**src/rtl/lcd_menu_ctrl.sv**
```systemverilog
// HD44780 8-bit write-only menu controller: button-driven cursor/mode FSM, LED register, LCD init and redraw.
// Optional LCD_MENU_DEBOUNCE_EN puts a DEB_CYCLES stability filter on every button bit.
module lcd_menu_ctrl #(
  parameter int unsigned N_ITEMS    = 5,
  parameter int unsigned EN_CYCLES  = 25,
  parameter int unsigned CMD_WAIT   = 2000,
  parameter int unsigned CLR_WAIT   = 82000,
  parameter int unsigned PWRUP_WAIT = 750000,
  parameter int unsigned DEB_CYCLES = 500000
) (
  input  logic               Clock,
  input  logic               Reset,
  input  logic [3:0]         btn,
  output logic [N_ITEMS-1:0] led_state,
  output logic               busy,
  output logic               LCD_RS,
  output logic               LCD_EN,
  output logic               LCD_RW,
  output logic [7:0]         LCD_DATA
);

  typedef enum logic [1:0] {S_PWR, S_INIT, S_IDLE, S_REDRAW} state_t;
  typedef enum logic [1:0] {PH_SETUP, PH_EN, PH_WAIT} phase_t;

  localparam logic [55:0] STR_ON   = "ACESO  ";
  localparam logic [55:0] STR_OFF  = "APAGADO";
  localparam logic [3:0]  LAST_CMD = 4'd3;
  localparam logic [3:0]  LAST_RD  = 4'd13;

  logic [3:0] w_btn;

`ifdef LCD_MENU_DEBOUNCE_EN
  localparam int unsigned DW = $clog2(DEB_CYCLES + 1);
  logic [3:0]    r_deb;
  logic [DW-1:0] r_deb_cnt [4];

  // Filtered bit follows the raw bit only once it has differed for DEB_CYCLES clocks in a row.
  always_ff @(posedge Clock or posedge Reset) begin
    if (Reset) begin
      r_deb <= '0;
      for (int i = 0; i < 4; i++) r_deb_cnt[i] <= '0;
    end else begin
      for (int i = 0; i < 4; i++) begin
        if (btn[i] == r_deb[i]) begin
          r_deb_cnt[i] <= '0;
        end else if (r_deb_cnt[i] == DW'(DEB_CYCLES - 1)) begin
          r_deb[i]     <= btn[i];
          r_deb_cnt[i] <= '0;
        end else begin
          r_deb_cnt[i] <= r_deb_cnt[i] + 1'b1;
        end
      end
    end
  end
  assign w_btn = r_deb;
`else
  assign w_btn = btn;
`endif

  state_t             r_state, w_state;
  phase_t             r_ph, w_ph;
  logic [31:0]        r_cnt, w_cnt;
  logic [3:0]         r_idx, w_idx;
  logic [3:0]         r_cursor, w_cursor;
  logic               r_view, w_view;
  logic [N_ITEMS-1:0] r_led, w_led;
  logic [3:0]         r_pend, w_pend;
  logic [3:0]         r_btn_prev;
  logic               r_rs, w_rs;
  logic               r_en, w_en;
  logic [7:0]         r_data, w_data;

  logic               w_event;
  logic               w_ld;
  logic               w_ld_init;
  logic [3:0]         w_ld_idx;
  logic [31:0]        w_wait;
  logic [N_ITEMS-1:0] w_mask;

  // Redraw is 14 bytes: clear, "LEDn" plus mode mark, line-2 address, 7-char LED status.
  function automatic logic [8:0] seq_byte(input logic init, input logic [3:0] idx,
                                          input logic [3:0] cur, input logic view,
                                          input logic on);
    logic [55:0] s;
    s = on ? STR_ON : STR_OFF;
    seq_byte = 9'h000;
    if (init) begin
      case (idx)
        4'd0, 4'd1: seq_byte = 9'h038;
        4'd2:       seq_byte = 9'h00C;
        default:    seq_byte = 9'h006;
      endcase
    end else begin
      case (idx)
        4'd0:    seq_byte = 9'h001;
        4'd1:    seq_byte = {1'b1, 8'h4C};
        4'd2:    seq_byte = {1'b1, 8'h45};
        4'd3:    seq_byte = {1'b1, 8'h44};
        4'd4:    seq_byte = {1'b1, 8'h31 + {4'h0, cur}};
        4'd5:    seq_byte = {1'b1, view ? 8'h2A : 8'h20};
        4'd6:    seq_byte = 9'h0C0;
        default: seq_byte = {1'b1, 8'(s >> (6'd8 * (6'd13 - {2'b00, idx})))};
      endcase
    end
  endfunction

  assign w_event = $onehot(w_btn) && (r_btn_prev == 4'b0000);
  assign w_mask  = N_ITEMS'(1) << r_cursor;
  assign w_wait  = (!r_rs && r_data == 8'h01) ? CLR_WAIT : CMD_WAIT;

  always_comb begin
    w_state   = r_state;
    w_ph      = r_ph;
    w_cnt     = r_cnt;
    w_idx     = r_idx;
    w_cursor  = r_cursor;
    w_view    = r_view;
    w_led     = r_led;
    w_pend    = r_pend;
    w_rs      = r_rs;
    w_en      = r_en;
    w_data    = r_data;
    w_ld      = 1'b0;
    w_ld_init = 1'b0;
    w_ld_idx  = 4'd0;

    if (r_state == S_IDLE && r_pend != 4'b0000) begin
      w_pend = w_event ? w_btn : 4'b0000;
    end else if (w_event && r_pend == 4'b0000) begin
      w_pend = w_btn;
    end

    case (r_state)
      S_PWR: begin
        if (r_cnt == PWRUP_WAIT - 1) begin
          w_ld      = 1'b1;
          w_ld_init = 1'b1;
          w_state   = S_INIT;
        end else begin
          w_cnt = r_cnt + 1;
        end
      end
      S_IDLE: begin
        case (r_pend)
          4'b1000: if (!r_view) begin
            w_cursor = (r_cursor == 4'd0) ? 4'(N_ITEMS - 1) : r_cursor - 4'd1;
            w_ld     = 1'b1;
          end
          4'b0100: if (!r_view) begin
            w_cursor = (r_cursor == 4'(N_ITEMS - 1)) ? 4'd0 : r_cursor + 4'd1;
            w_ld     = 1'b1;
          end
          4'b0010: begin
            if (r_view) w_led = r_led ^ w_mask;
            else        w_view = 1'b1;
            w_ld = 1'b1;
          end
          4'b0001: if (r_view) begin
            w_view = 1'b0;
            w_ld   = 1'b1;
          end
          default: ;
        endcase
        if (w_ld) w_state = S_REDRAW;
      end
      default: begin
        case (r_ph)
          PH_SETUP: begin
            w_en  = 1'b1;
            w_ph  = PH_EN;
            w_cnt = '0;
          end
          PH_EN: begin
            if (r_cnt == EN_CYCLES - 1) begin
              w_en  = 1'b0;
              w_ph  = PH_WAIT;
              w_cnt = '0;
            end else begin
              w_cnt = r_cnt + 1;
            end
          end
          default: begin
            if (r_cnt == w_wait - 1) begin
              if (r_state == S_INIT) begin
                w_ld = 1'b1;
                if (r_idx == LAST_CMD) begin
                  w_state = S_REDRAW;
                end else begin
                  w_ld_init = 1'b1;
                  w_ld_idx  = r_idx + 4'd1;
                end
              end else if (r_idx == LAST_RD) begin
                w_state = S_IDLE;
                w_cnt   = '0;
              end else begin
                w_ld     = 1'b1;
                w_ld_idx = r_idx + 4'd1;
              end
            end else begin
              w_cnt = r_cnt + 1;
            end
          end
        endcase
      end
    endcase

    // Byte 0 of a redraw is the clear command, so the pre-event cursor/mode used here never shows.
    if (w_ld) begin
      {w_rs, w_data} = seq_byte(w_ld_init, w_ld_idx, r_cursor, r_view, |(r_led & w_mask));
      w_en  = 1'b0;
      w_ph  = PH_SETUP;
      w_cnt = '0;
      w_idx = w_ld_idx;
    end
  end

  always_ff @(posedge Clock or posedge Reset) begin
    if (Reset) begin
      r_state    <= S_PWR;
      r_ph       <= PH_SETUP;
      r_cnt      <= '0;
      r_idx      <= '0;
      r_cursor   <= '0;
      r_view     <= 1'b0;
      r_led      <= '0;
      r_pend     <= '0;
      r_btn_prev <= '0;
      r_rs       <= 1'b0;
      r_en       <= 1'b0;
      r_data     <= '0;
    end else begin
      r_state    <= w_state;
      r_ph       <= w_ph;
      r_cnt      <= w_cnt;
      r_idx      <= w_idx;
      r_cursor   <= w_cursor;
      r_view     <= w_view;
      r_led      <= w_led;
      r_pend     <= w_pend;
      r_btn_prev <= w_btn;
      r_rs       <= w_rs;
      r_en       <= w_en;
      r_data     <= w_data;
    end
  end

  assign led_state = r_led;
  assign busy      = (r_state != S_IDLE);
  assign LCD_RS    = r_rs;
  assign LCD_EN    = r_en;
  assign LCD_RW    = 1'b0;
  assign LCD_DATA  = r_data;

endmodule
```
**config.mk**
```make
export PLATFORM = sky130hd
export DESIGN_NAME = lcd_menu_ctrl
export DESIGN_NICKNAME = d
export VERILOG_FILES = /design/src/rtl/lcd_menu_ctrl.sv
export SDC_FILE = /design/constraint.sdc
export NUM_CORES = 1
export LEC_CHECK = 0
export BUFFER_PORTS_ARGS = -buffer_cell sky130_fd_sc_hd__buf_2
export CAP_MARGIN = 5
export CORE_MARGIN = 3
export CORE_UTILIZATION = 35
export CTS_CLUSTER_DIAMETER = 50
export DETAILED_ROUTE_END_ITERATION = 10
export PLACE_DENSITY = 0.47
export SYNTH_ARGS = -nofsm -noshare
export SYNTH_HDL_FRONTEND = slang
export SYNTH_SLANG_ARGS = --single-unit
```
**constraint.sdc**
```tcl
create_clock -name Clock -period 3.5 [get_ports Clock]
set_input_delay 0 -clock Clock [delete_from_list [all_inputs] [get_ports Clock]]
set_output_delay 0 -clock Clock [all_outputs]
set_load 0.02 [all_outputs]
```
Word-level counts from Yosys, hierarchy flattened

Cells that the tools add are included.

Logic and storage cells: 149
Register bits after elaboration: 68

Eq/ne operators: 34
$add $sub $neg: 10
Shift operators: 2
Muxes and demuxes: 60
Reductions and logical operators: 29
Bitwise gates (word level): 2

Operators with widths:

| operator              | number |
|---|---|
| $mux 32               | 6 |
| $pmux 32 s2           | 2 |
| $pmux 9 s7            | 1 |
| $mux 4                | 14 |
| $shr 55x6->8          | 1 |
| $mux 45               | 1 |
| $add 32x1->32 const B | 1 |
| $eq 32x20->1 const B  | 1 |
| $eq 32x32->1          | 1 |
| $eq 32x5->1 const B   | 1 |
| $eq 4x3->1 const B    | 5 |
| $mux 2                | 10 |
| $sub 17x1->18 const B | 1 |
| $mux 17               | 1 |
| $eq 4x2->1 const B    | 4 |
| $logic_not 4->1       | 4 |
| $mux 1                | 15 |
| $pmux 6 s2            | 1 |
| $ne 2x2->1 const B    | 5 |
| $mux 9                | 1 |
| $add 4x1->4 const B   | 2 |
| $eq 4x1->1 const B    | 2 |
| $eq 4x4->1 const B    | 2 |
| $eq 8x1->1 const B    | 1 |
| 33 further kinds      | 54 |

Logic depth before layout (Yosys ltp)

Gate-level depths: netlist of run 1.

Word-level depth: 12
Mapped depth: 17

Worst setup path after synthesis of run 1

OpenSTA, ideal clock, no wires.

Path kind: register to register
Start: reg r_cursor[2]
End: reg r_data[1] (netlist: LCD_DATA[1])
Period minus slack after synthesis: 2979 ps
Stages on the path, launching flop included: 15
Path buffers: 1
Arrival time: 2896 ps
Setup slack: 521 ps
Cell sequence: dfrtp_1 clkbuf_1 inv_1 ha_1 nor2b_1 ha_1 or4_1 nor2_1 ha_1 nand2_1 o21ai_0 a21oi_1 o32a_1 mux2_2 o21ai_0

Cells in the longest elaborated chain, start to end: 7

Ends and longest elaborated chain:

| what                     | line | text |
|---|---|---|
| start: declaration       | 64   | `logic [3:0] r_cursor, w_cursor;` |
| start signal: assignment | 236  | `r_cursor <= w_cursor;` |
| $shl 1x4->5              | 108  | `assign w_mask = N_ITEMS'(1) << r_cursor;` |
| $and 5x5->5              | 209  | `{w_rs, w_data} = seq_byte(w_ld_init, w_ld_idx, r_cursor, r_view, \|(r_led & w_mask));` |
| $reduce_or 5->1          | 209  |  |
| $mux 45                  | 85   | `s = on ? STR_ON : STR_OFF;` |
| $shr 55x6->8             | 102  | `default: seq_byte = {1'b1, 8'(s >> (6'd8 * (6'd13 - {2'b00, idx})))};` |
| $pmux 9 s7               | 94   | `case (idx)` |
| $mux 9                   | 87   | `if (init) begin` |
| end signal: assignment   | 243  | `r_data <= w_data;` |
| end: declaration         | 71   | `logic [7:0] r_data, w_data;` |

No other way between the ends.
A chain may end at the register's enable or synchronous reset.

Worst setup path in the final report of run 1

Start: reg r_cursor[0]
End: reg r_data[1] (netlist: LCD_DATA[1])

Cells in the longest elaborated chain, start to end: 7
Elaborated cells between the ends (all ways): 8

Ends and longest elaborated chain:

| what            | line |
|---|---|
| $shl 1x4->5     | 108 |
| $and 5x5->5     | 209 |
| $reduce_or 5->1 | 209 |
| $mux 45         | 85 |
| $shr 55x6->8    | 102 |
| $pmux 9 s7 (*)  | 94 |
| $mux 9 (*)      | 87 |

Every way passes the cells marked *; elsewhere a longest branch is shown, timed or not.

==> summary.md, run 1 <==
| Metric | Value |
|---|---|
| Top Usage Layer GRT | met2 |
| Avg WL per Cell | 16.7 µm |
| WP data arrival | 3.43 ns |
| CP cell instances | ha_1, ha_1, nor2b_1, ha_1, or4_1, nor2_2, ha_1, nand2_1, o21ai_0, a21oi_1, o32a_1, mux2_2, o21ai_0 |
| Worst-path clk slew | 0.05 ns |
| Area grow syn2layout | 12.6% |
| Most common cell on crit path | ha_1 |
| Clock buffer count from CTS | 9 |
| Final design area excluding fillers | 0.00523 mm² |
| Slowest stage delay, CP | 0.51 ns |
| FF+latch count, synth | 67 |
| Synth Instances | 542 |
| Initial drt markers | 306 |
| Number of routed nets with antenna violations | 0 |
| Number of synthesized flops with an enable pin | 0 |
| Setup CP Type | flip-flop to flip-flop |
| CTS tree | built |
| Leakage power | 2.54 nW |
| Gpl congestion | 0.868 |
| Final hold violations | 0 |
| Met2 usage | 0.271 |
| Core area | 0.0128 mm² |
| Post-Route WL | 12200 µm |
| Delay-heaviest family, CP | simple AND/OR/NAND/NOR gates |
| Die area | 0.0147 mm² |
| Fin util | 0.409 |
| Post-synthesis sequential area ratio | 0.361 |
| Peak Freq | 0.314 GHz |
| Count of cell types in the netlist | 66 |
| Fin nets | 592 |
| Final setup fails | 0 |
| Die height | 121 µm |
| Initial antenna violation count | 0 |
| DRC errors left | 0 |
| Clock Path Buffers | 2 |
| Root Buffer | clkbuf_16 |
| Worst setup SP type | flip-flop |
| Final worst path period need | 3.18 ns |
| Slew HR | 0.412 |
| Largest net degree at the start of global routing | 38 |
| Setup_tns | 0 ns |
| Number of global-route vias before repair | 3940 |
| Share of cells above drive strength 1 | 0.125 |
| GR Util met1 | 0.251 |
| # H-tree levels | 3 |
| Crit path max fanout | 9 |
| Latest clock arrival within the worst-skew pair | 0.33 ns |
| Commonest non-fill, non-tap cell in the layout | dfrtp_1 |
| Max VDD drop | 0.146 mV |
| Status | completed |
| Ant. Diodes | 0 |
| Most frequent cells in the layout | 67 x dfrtp_1, 47 x nand2_1, 38 x o21ai_0 |
| Req. time, crit path | 3.75 ns |
| Worst hold path class | input pin to asynchronous set/reset pin |
| Non-filler cells, final | 732 |
| Hpwl dp | 8670 µm |
| I/O Buffers | 21 |
| Setup bufs post-CTS | 0 |
| Share of the clock period used by the worst path | 0.910 |
| Fin. max-slew vios | 0 |
| Synth async-reset ratio | 1.00 |
| Io pins | 23 |
| Mean number of vias per cell | 5.55 |
| Cell area after placement | 0.00490 mm² |
| PD cells | 316 mW/mm² |
| Grt ovf | 0 |
| Row cnt | 41 |
| Tightest Pin Transition | 0.870 ns |
| RSZ-0062 raised after global routing | false |
| Post-Syn Nets | 577 |
| # clock sinks | 67 |
| Max_cap viols | 0 |
| Number of iterations in the first detailed-routing pass | 6 |
| Synth warn | 0 |
| Global-route wire length before repair | 20500 µm |
| Critical Path End Type | flip-flop |
| Vias | 4063 |
| Total Routing Usage GR | 0.175 |
| Mean Syn Cell Area | 8.56 µm² |
| Mapped Area | 0.00464 mm² |
| Met3 Track Usage GR | 0.0280 |
| Commonest register cell after synthesis | dfrtp_1 |
| Worst hold slack | 0.331 ns |
| DIE WIDTH | 121 µm |
| Slowest cell on the critical path | or4_1 |
| Dpl cells | 713 |
| Final Skew | 0.00608 ns |
| Buf/Inv on CP | 0 |
| Initial core utilization | 0.363 |
[worst paths after layout]
| kind | cells after the start | from | end | slack [ns] |
|---|---|---|---|---|
| worst max-delay path | 13 | r_cursor[0] | LCD_DATA[1] | 0.32 |
| worst min-delay path | 3 | Reset | r_cnt[26] | 0.33 |
| worst max register to register | 13 | r_cursor[0] | LCD_DATA[1] | 0.32 |
| worst min register to register | 1 | LCD_RS | LCD_RS | 0.50 |
| max in group asynchronous | 4 | Reset | r_cnt[10] | 2.21 |
| min in group Clock | 2 | btn[0] | r_btn_prev[0] | 0.34 |
[worst min-delay path, delay by kind of cell]
| family | cells | cell delay [ns] |
|---|---|---|
| buffers and inverters | 3 | 1.15 |
[report_power, final]
part           total (mW)  switching (mW)  internal (mW)
combinational      0.0345          0.0240         0.0104
clock               0.837           0.329          0.509
sequential          0.778        0.000703          0.777
total                1.65           0.353           1.30
[per-stage QoR]
step	setup slack (ns)	power [mW]
after floorplan	0.521	0.812
after global placement	0.298	0.824
after detailed placement	0.165	0.824
after CTS	0.156	1.69
after global routing	0.0608	1.72
final	0.315	1.65
[synthesized netlist by cell type (4+ instances only)]
cell type / number / area share
a211o_1: 11 / 0.021
a21o_1: 7 / 0.011
a21oi_1: 20 / 0.022
a31oi_1: 6 / 0.0081
and2_1: 7 / 0.0094
and3_1: 18 / 0.024
and4_1: 4 / 0.0075
buf_6: 4 / 0.0097
clkbuf_1: 29 / 0.023
dfrtp_1: 67 / 0.36
ha_1: 28 / 0.075
inv_1: 37 / 0.030
mux2_2: 10 / 0.024
mux2i_1: 6 / 0.013
nand2_1: 47 / 0.038
nand2b_1: 4 / 0.0054
nand3_1: 37 / 0.040
nand4_1: 7 / 0.0094
nand4b_1: 6 / 0.011
nor2_1: 25 / 0.020
nor3_1: 27 / 0.029
nor4_1: 13 / 0.018
o21ai_0: 38 / 0.041
or3_1: 15 / 0.020
xnor2_1: 5 / 0.0094
[cell families after synthesis]
| kind of cell | after synthesis | synth area share |
|---|---|---|
| fa+ha+maj | 29 | 0.0798 |
| flops | 67 | 0.361 |
| mux | 16 | 0.0372 |
| buf+inv | 73 | 0.0668 |
| compound gates | 118 | 0.170 |
| other cells | 1 | 0.000808 |
| xor+xnor | 8 | 0.0151 |
| simple gates | 230 | 0.269 |
[final cells by class]
cell class                      instances  area [µm²]
Fill cell                            1306        7550
Multi-Input combinational cell        402        2670
Sequential cell                        67        1680
Timing Repair Buffer                   40         260
Clock buffer                           12         256
Tap cell                              172         215
Inverter                               37         139
Clock inverter                          2        12.5
[state kept, by name, indices dropped and copies added (netlist names)]
register    count
r_ph            2
r_pend          4
led_state       5
r_view          1
r_state         2
r_btn_prev      4
r_cnt          32
r_cursor        4
r_idx           4
LCD_DATA        8
LCD_RS          1
[routing by layer]
layer / routed length, µm / part of all wire
met5: 0 / 0
met4: 188 / 0.015
met3: 409 / 0.034
met2: 5540 / 0.45
met1: 6050 / 0.50
[repair_timing]
| action | CTS | global route |
|---|---|---|
| setup endpoints to repair | 0 | 1 |
| hold buffers | 5 | 0 |
| endpoints found under the hold margin | 38 | 0 |
| resized for setup | 0 | 2 |
No activity file was read; power rests on OpenSTA's default activity.
==> run 2: changes to the inputs <==
- BUFFER_PORTS_ARGS: -buffer_cell sky130_fd_sc_hd__buf_2 -> -buffer_cell sky130_fd_sc_hd__buf_4
==> summary.md, run 2 (synthesis results as in run 1) <==
| Metric | Value |
|---|---|
| NetSw | 353 µW |
| Metal2 WL | 5320 µm |
| Worst reg-to-reg setup slack | 0.27 ns |
| M1 WL | 6370 µm |
| Peak Freq | 0.310 GHz |
| Most frequent cells in the layout | 67 x dfrtp_1, 47 x nand2_1, 38 x o21ai_0 |
| PD cells | 310 mW/mm² |
| Critical Path End Type | flip-flop |
| Worst setup SP type | flip-flop |
| Number of routed nets with antenna violations | 0 |
| Worst hold path class | input pin to flip-flop |
| Setup_tns | 0 ns |
| Worst-case hold path end point | r_btn_prev[3] |
| RSZ-0062 raised after global routing | false |
| Buf/Inv on CP | 0 |
| Largest net degree at the start of global routing | 41 |
| Multi-input logic area | 0.00266 mm² |
| Global-route wire length before repair | 20700 µm |
| Comb power frac | 0.023 |
| Crit path max fanout | 9 |
| Avg WL per Cell | 16.6 µm |
| Setup CP Type | flip-flop to flip-flop |
| Internal power | 1.28 mW |
| Ant. Diodes | 0 |
| Hold Path Depth | 2 |
| Row cnt | 41 |
| Final hold violations | 0 |
| Worst hold slack | 0.339 ns |
| Max VDD drop | 0.165 mV |
| Post-Route WL | 12200 µm |
| Initial drt markers | 370 |
| Gpl congestion | 0.864 |
| Max_cap viols | 0 |
| Most common cell on crit path | ha_1 |
| Flop pwr share | 0.476 |
| Slew HR | 0.377 |
| Hpwl dp | 8620 µm |
| Area grow syn2layout | 13.7% |
| Tightest Pin Transition | 0.934 ns |
| Die height | 121 µm |
| Max reg flops | 32 |
| Final worst path period need | 3.23 ns |
| DRC errors left | 0 |
| Clock buffer count from CTS | 9 |
| Fin nets | 593 |
| Grt ovf | 0 |
| # H-tree levels | 3 |
| I/O Buffers | 21 |
| R2R cell count | 13 |
| Clock Path Buffers | 2 |
| WP data arrival | 3.48 ns |
| Mean number of vias per cell | 5.53 |
| Slowest cell on the critical path | or4_1 |
| Delay-heaviest family, CP | simple AND/OR/NAND/NOR gates |
| Power share of the clock group | 0.501 |
| Number of global-route vias before repair | 3962 |
| Commonest non-fill, non-tap cell in the layout | dfrtp_1 |
| DIE WIDTH | 121 µm |
| # clock sinks | 67 |
| Io pins | 23 |
| CTS tree | built |
| Initial antenna violation count | 0 |
| Worst r2r dst | LCD_DATA[1] |
| Status | completed |
| CP cell instances | ha_1, ha_1, nor2b_1, ha_1, or4_1, nor2_2, ha_1, nand2_1, o21ai_0, a21oi_1, o32a_1, mux2_2, o21ai_0 |
| Number of iterations in the first detailed-routing pass | 4 |
| FILL cells | 1309 |
| Final Skew | 0.00631 ns |
| Top routing layer used | met4 |
| Switching Share | 0.216 |
| Leakage power | 2.54 nW |
| Initial core utilization | 0.363 |
| Biggest register | r_cnt |
| Reg-to-reg critical path startpoint | r_cursor[0] |
| Die area | 0.0147 mm² |
| Worst-path clk slew | 0.06 ns |
| Root Buffer | clkbuf_16 |
| Pwr Total | 1.63 mW |
| Fin. max-slew vios | 0 |
| Final setup fails | 0 |
| Core area | 0.0128 mm² |
| Met3 Routed Length | 304 µm |
| Latest clock arrival within the worst-skew pair | 0.33 ns |
| Share of the clock period used by the worst path | 0.922 |
| Register Area | 0.00168 mm² |
| Share of cells above drive strength 1 | 0.126 |
| Total Routing Usage GR | 0.177 |
| Vias | 4056 |
| Req. time, crit path | 3.76 ns |
| Hold wc startpoint | btn[3] |
| Slowest stage delay, CP | 0.52 ns |
-- run 2: final cells by class --
cell class / count / area share
inverter: 37 / 0.0263
clock inverter: 3 / 0.00285
clock buffer: 12 / 0.0467
multi-input combinational: 402 / 0.505
sequential: 67 / 0.318
tap: 172 / 0.0408
timing repair buffer: 41 / 0.0607
-- run 2: worst max-delay path by stage --
stage / endpoint / start / cells past startpoint
3_5_place_dp: LCD_DATA[1] / r_cursor[0] / 13
2_1_floorplan: LCD_DATA[1] / r_cursor[2] / 14
5_1_grt: LCD_DATA[1] / r_cnt[11] / 13
4_1_cts: LCD_DATA[1] / r_cursor[0] / 13
3_3_place_gp: LCD_DATA[1] / r_cursor[0] / 13
6_report: LCD_DATA[1] / r_cursor[0] / 13
-- run 2: metal layers --
layer | vias up | track usage
met5 | - | 0
met2 | 54 | 0.259
met1 | 1994 | 0.265
met4 | 0 | 0.0609
li1 | 1995 | -
met3 | 13 | 0.0284
-- run 2: timing repair --
item / in CTS / in global routing
buffers inserted: 0 / 0
endpoints found under the hold margin: 47 / 0
hold buffers: 5 / 0
endpoints found under the setup margin: 0 / 4
resized for setup: 0 / 2
-- run 2: through the flow --
stage / setup slack, ns / util / cells / cell area (µm²)
2_1_floorplan: 0.521 / - / 542 / 4640
3_3_place_gp: 0.296 / 0.388 / 714 / 4960
3_5_place_dp: 0.163 / 0.388 / 714 / 4960
4_1_cts: 0.144 / 0.413 / 734 / 5270
5_1_grt: 0.0512 / 0.413 / 734 / 5280
6_report: 0.274 / 0.413 / 734 / 5280
-- run 2: power by group through the flow --
stage / clock [mW] / combinational (mW) / sequential [mW]
final: 0.819 / 0.0368 / 0.778
after global placement: 0 / 0.0339 / 0.792
after global routing: 0.877 / 0.0438 / 0.778
after floorplan: 0 / 0.0208 / 0.792
after CTS: 0.850 / 0.0386 / 0.778
after detailed placement: 0 / 0.0342 / 0.792
